## src/rtl/comb_stim_seq.sv

```systemverilog
// Exhaustive stimulus sequencer: walks a 5-bit vector 0..31 into a combinational
// stage, holds each vector SETTLE cycles, captures Y into sig and counts golden mismatches.
// Latency: busy for 32*SETTLE cycles after an accepted start; no backpressure, start ignored while busy.
//
// Ports: clk/rst (sync, active-high), start, golden[31:0], y_in ->
//        sel,a,b,c,d (vector MSB..LSB), busy, done, pass, sig[31:0], err_cnt[5:0].
module comb_stim_seq #(
    parameter int unsigned SETTLE = 2
) (
    input  logic        clk,
    input  logic        rst,
    input  logic        start,
    input  logic [31:0] golden,
    input  logic        y_in,
    output logic        sel,
    output logic        a,
    output logic        b,
    output logic        c,
    output logic        d,
    output logic        busy,
    output logic        done,
    output logic        pass,
    output logic [31:0] sig,
    output logic [5:0]  err_cnt
);

    typedef enum logic [1:0] {IDLE, APPLY, DONE} state_t;

    localparam logic [3:0] CNT_LAST = 4'(SETTLE - 1);

    state_t      state, state_nxt;
    logic [4:0]  vec, vec_nxt;
    logic [3:0]  cnt, cnt_nxt;
    logic [31:0] sig_nxt;
    logic [5:0]  err_nxt;
    logic        busy_nxt, done_nxt, pass_nxt;

    logic sample;
    logic last;
    logic accept;
    logic mis;

    // Y is only looked at on the final cycle of each hold window.
    assign sample = (state == APPLY) && (cnt == CNT_LAST);
    assign last   = sample && (vec == 5'd31);
    assign accept = (state != APPLY) && start;
    assign mis    = y_in ^ golden[vec];

    assign {sel, a, b, c, d} = vec;

    // State register
    always_ff @(posedge clk) begin
        if (rst) begin
            state <= IDLE;
        end else begin
            state <= state_nxt;
        end
    end

    // Next-state logic
    always_comb begin
        state_nxt = state;
        case (state)
            IDLE, DONE: if (start) state_nxt = APPLY;
            APPLY:      if (last)  state_nxt = DONE;
            default:    state_nxt = IDLE;
        endcase
    end

    // Output / datapath next values; everything lands in registers below.
    always_comb begin
        vec_nxt  = vec;
        cnt_nxt  = cnt;
        sig_nxt  = sig;
        err_nxt  = err_cnt;
        busy_nxt = busy;
        done_nxt = done;
        pass_nxt = pass;
        if (accept) begin
            vec_nxt  = 5'd0;
            cnt_nxt  = 4'd0;
            sig_nxt  = 32'd0;
            err_nxt  = 6'd0;
            busy_nxt = 1'b1;
            done_nxt = 1'b0;
            pass_nxt = 1'b0;
        end else if (state == APPLY) begin
            if (sample) begin
                sig_nxt[vec] = y_in;
                // At most 32 increments per run, so 6 bits never wrap.
                err_nxt      = err_cnt + 6'(mis);
                if (last) begin
                    // vec stays at 31 so the final vector remains visible in DONE.
                    busy_nxt = 1'b0;
                    done_nxt = 1'b1;
                    pass_nxt = (err_cnt == 6'd0) && !mis;
                end else begin
                    vec_nxt = vec + 5'd1;
                    cnt_nxt = 4'd0;
                end
            end else begin
                cnt_nxt = cnt + 4'd1;
            end
        end
    end

    always_ff @(posedge clk) begin
        if (rst) begin
            vec     <= 5'd0;
            cnt     <= 4'd0;
            sig     <= 32'd0;
            err_cnt <= 6'd0;
            busy    <= 1'b0;
            done    <= 1'b0;
            pass    <= 1'b0;
        end else begin
            vec     <= vec_nxt;
            cnt     <= cnt_nxt;
            sig     <= sig_nxt;
            err_cnt <= err_nxt;
            busy    <= busy_nxt;
            done    <= done_nxt;
            pass    <= pass_nxt;
        end
    end

endmodule

```

## config.mk

```make
export PLATFORM = sky130hd
export DESIGN_NAME = comb_stim_seq
export DESIGN_NICKNAME = d
export VERILOG_FILES = /design/src/rtl/comb_stim_seq.sv
export SDC_FILE = /design/constraint.sdc
export NUM_CORES = 1
export LEC_CHECK = 0
export ABC_AREA = 1
export CORE_UTILIZATION = 43
export CTS_CLUSTER_SIZE = 30
export DETAILED_ROUTE_END_ITERATION = 6
export MAX_ROUTING_LAYER = met4
export PLACE_DENSITY = 0.79
export SYNTH_ARGS = -nofsm -noshare
export SYNTH_HDL_FRONTEND = slang
export SYNTH_SLANG_ARGS = --single-unit
```

## constraint.sdc

```tcl
create_clock -name clk -period 2.37 [get_ports clk]
set_clock_uncertainty 0.15 [all_clocks]
set_input_delay 0.474 -clock clk [delete_from_list [all_inputs] [get_ports clk]]
set_output_delay 0.474 -clock clk [all_outputs]
set_load 0.01 [all_outputs]
```

---- After elaboration in Yosys (flattened, before gate mapping) ----
Cells that the tools add are included.
operators by class
  add/subtract/negate cells ............... 3
  $mul .................................... 0
  divide/modulo/power cells ............... 0
  magnitude comparators ................... 2
  eq/ne operators ......................... 8
  shifts and indexed selects .............. 0
  mux-type cells .......................... 14
  bitwise operators ....................... 2
  reduce and logical (&&, ||, !) cells .... 19
operator list
  cell                                                                                  number
  32-bit bitwise mux                                                                    1
  3-bit AND reduction                                                                   3
  4-bit two-way mux                                                                     2
  6-bit by 1-bit adder with 6-bit output                                                1
  6-bit zero test                                                                       1
  5-bit by 6-bit less-than comparator with 1-bit output (second input constant)         1
  1-bit two-way mux                                                                     6
  2-bit != test (second input constant)                                                 3
  2-bit AND reduction                                                                   3
  2-bit nonzero test                                                                    3
  5-bit by 1-bit adder with 5-bit output (second input constant)                        1
  1-bit binary-select mux with 5-bit select                                             1
  1-bit demux with 5-bit select                                                         1
  5-bit equality test (second input constant)                                           1
  5-bit by 1-bit greater-or-equal comparator with 1-bit output (second input constant)  1
  1-bit logical AND                                                                     5
  4-bit by 1-bit adder with 4-bit output (second input constant)                        1
  4-bit by 1-bit equality test with 1-bit output (second input constant)                1
  2-bit two-way mux                                                                     2
  2-bit one-hot mux with 2 select lines                                                 1
  2-bit OR reduction                                                                    2
  2-bit by 1-bit equality test with 1-bit output (second input constant)                1
  2-bit equality test (second input constant)                                           1
  2-bit zero test                                                                       1
  other kinds (4)                                                                       4
storage, ports and cells
  flip-flop bits (word level) ............. 52
  bits in latches ......................... 0
  RAM bits ................................ 0
  ROM bits ................................ 0
  output and inout bits ................... 46
  memories kept ........................... 0

---- Longest topological paths before layout ----
  word-level depth ........................ 7
  gate-level depth with buffers ........... 20
  mapped depth without buffers ............ 19

---- Worst setup path before layout ----
No wires, ideal clock.
  path kind ............................... reg2reg
  from .................................... reg vec[1]
  to ...................................... reg err_cnt[4]
  library setup time ...................... 0.119 ns
  arrival time ............................ 2.112 ns
  data required time ...................... 2.101 ns
  path slack .............................. -0.011 ns
  cell stages (with the launch flop) ...... 20
  buffers on the path ..................... 2
  clock period less this slack ............ 2.381 ns
  cell sequence ........................... dfxtp_1 > buf_4 > inv_1 > buf_2 > nand3_1 > nand2_1 > nand2_1 > nand2_1 > nor2_1 > nand2_1 > nand2_1 > nand2_1 > inv_1 > ha_1 > ha_1 > inv_1 > nor3_1 > nand2_1 > o21ai_0 > a21oi_1
between the ends
  word-level cells in the longest chain between the ends .. 4
ends and longest elaborated chain
  what                                       RTL line  source
  from (decl)                                32        logic [4:0] vec, vec_nxt;
  from (signal assigned)                     117       vec <= vec_nxt;
  1-bit binary-select mux with 5-bit select  47        assign mis = y_in ^ golden[vec];
  1-bit two-way mux (not written as such)    47
  1-bit XOR                                  47
  6-bit by 1-bit adder with 6-bit output     91        err_nxt = err_cnt + 6'(mis);
  to (signal assigned)                       120       err_cnt <= err_nxt;
  to (decl)                                  24        output logic [5:0] err_cnt
No other way between the ends. The select of a mux whose other input is x is not followed.
A chain may end at the register's enable or synchronous reset.

---- Final worst setup path ----
Ends and elaborated chain as after synthesis.

==> impl_metrics.ini <==
[synthesis]
yosysUniqueCellTypes = 31
netlist.area_leader.share_pct = 37.4
synth_edf_count = 0
ys_seq_area_share_pct = 37.4
ys_async_sr_fraction_pct = 0
avgSynthCellArea_um2 = 7.73
synth_most_common_cell = nand2_1
synth-seq-cells = 52
yosysTopAreaCell = dfxtp_1
synth_common_cells = 76 x nand2_1, 52 x dfxtp_1, 47 x a21oi_1
syn_area_um2 = 2780
synth_area_leaders = dfxtp_1 37%, nand2_1 10%, a311oi_1 9.1%, a21oi_1 8.4%, inv_1 6.1%
synth_nets = 405
yosys_warnings = 0
post_synth_inst_count = 360
synth_flop_cell = dfxtp_1

[die]
pin_count = 82
fp.dieW_um = 82.5
initial_core_util_pct = 45.7
core_um2 = 6100
rows = 28
die_y_um = 82.5
die-area_um2 = 6800

[pwr]
total_power_mw = 1.69
cellLeakagePower_nw = 1.80
irDropWorstVdd_mv = 0.349
power_density_nw_per_um2 = 426

[finish]
nNetsFinal = 497
fin_util_pct = 64.9
syn2layout_area_growth_pct = 42.1
drive_gt1_share_pct = 17.2
antenna-diode-count = 0

[critical_path]
r2r-start = vec[1]
r2r-end = err_cnt[4]
critical_path_class = reg -> reg
crit_arrival_ns = 2.38
worstRegToRegCells = 18
worst_setup_path_start_kind = flop
cp_max_fo = 4
critical_path_required_ns = 2.43
reg2reg_slack_ns = 0.05
crit_path_end_kind = flop

[sta]
slew_viol_final = 0
clock.fmax_ghz = 0.432
rsz0062_at_grt = yes
slew_headroom_pct = 50.1
min_period_ns = 2.32
fin_crit_sh_pct = 97.8
finalSetupViolations = 0
hold_violations = 0
hold_ws_ns = 0.319
max_slew.worst_pin.slew_ns = 0.747

[hold_path]
holdPathEnd = done
min-delay-start = done
hold_class = reg -> reg
hold_path_depth = 2

[global_route]
track_usage_pct = 21.7
grt_pass1_wl_um = 11100
grt_max_degree = 43
overflow = 0
antenna_found_initial = 0
first_global_vias = 2489

[clock_tree]
cts_max_path_buffers = 2
cts_buffers = 5
htreeDepth = 2
clkLatencyLatePin_ns = 0.31
root_buffer = clkbuf_8
clkTransAtPathRegs_ns = 0.09
clock-sinks = 52
tritoncts = built

[detailed_routing]
wl_per_cell_um = 13.3
avgViaCountPerCell = 5.16
postRouteAntennaNets = 0
wl_met2_um = 3410
route.detailed.drc = 0
wl_um = 7000
dr.pass1.iters = 4
wl_met1_um = 3120
drtIter0Drc = 148
top_layer = met4
wl_met3_um = 408
dr_total_vias = 2724

[placed_design]
gp_congestion = 0.814
io_buffers = 81
place_hpwl_um = 4730

[flow_run]
drv_cap = 0

[status]
status = finished, final reports clean
worst max-delay path, stage by stage, from the launching register on:
cell,delay (ns)
dfxtp_4,0.38
clkinvlp_4,0.10
buf_4,0.16
nand3_1,0.08
nand2_1,0.06
nand2_1,0.05
nand2_1,0.06
nor2_2,0.13
nand2_1,0.08
nand2_1,0.08
nand2_2,0.08
inv_2,0.07
ha_4,0.13
ha_4,0.12
inv_2,0.04
nor3_2,0.18
nand2_1,0.09
o21ai_1,0.14
a21oi_1,0.05
layout make-up:
type                       count  area (um2)
fill                         551        2140
clock inverter                 2        38.8
inverter                      56         221
clock buffer                   6        72.6
timing repair buffer         105        1060
tap                           75        93.8
sequential                    52        1050
multi-input combinational    232        1420
cells by family after synthesis:
| family | synth area share, % |
|---|---|
| buffers and inverters | 13.7 |
| adders and majority gates | 4.05 |
| AOI/OAI and AO/OA | 20.8 |
| xor gates and xnor gates | 0.629 |
| DFF | 37.4 |
| and+or+nand+nor | 23.5 |
flip-flops by register name (all words and copies together) (netlist names):
name,flops
state,2
sig,32
busy,1
err_cnt,6
cnt,4
vec,5
done,1
pass,1
report_power, final:
group | total [mW] | internal (mW) | switching, mW
Combinational | 0.188 | 0.0885 | 0.0999
Sequential | 0.882 | 0.878 | 0.00461
Clock | 0.616 | 0.319 | 0.297
worst max path at each step:
stage          startpoint          to  cells past startpoint
6_report           vec[1]  err_cnt[4]                     18
5_1_grt        golden[10]  err_cnt[4]                     19
4_1_cts        golden[20]  err_cnt[4]                     19
3_5_place_dp   golden[20]  err_cnt[4]                     19
3_3_place_gp    golden[8]  err_cnt[4]                     19
2_1_floorplan      vec[4]  err_cnt[4]                     16
cells in the final DEF (no fill, tap or decap), drive strengths merged, types with 2 or more instances in the layout:
master	count
clkinv	2
clkdlybuf4s50	58
buf	24
clkbuf	6
dlymetal6s2s	23
nor2	18
nand2	79
a21oi	48
nor3	12
o21ai	7
nand3	19
inv	54
a211oi	2
a311oi	31
nor4	3
ha	9
dfxtp	52
metal layers:
layer  vias to the layer above  global-route usage [%]
met5                         -                       -
met3                         6                    3.85
met2                        74                    36.4
met4                         0                    8.25
li1                       1397                       -
met1                      1247                    26.0
stage by stage:
stage / area (um2) / worst slack (ns) / setup TNS [ns] / std cells
after floorplan: 2790 / 0.0279 / 0 / 360
after global placement: 3670 / -0.325 / -0.861 / 514
after detailed placement: 3670 / -0.382 / -1.08 / 514
after CTS: 3790 / 0.00684 / 0 / 522
after global routing: 3960 / -0.139 / -0.291 / 528
final: 3960 / 0.0525 / 0 / 528
what timing repair did:
| item | CTS | global route |
|---|---|---|
| endpoints found under the setup margin | 1 | 6 |
| setup buffers | 0 | 6 |
| pin swaps | 0 | 24 |
| resized for setup | 3 | 44 |
| hold buffers | 0 | 0 |
No activity file was read; power rests on OpenSTA's default activity.
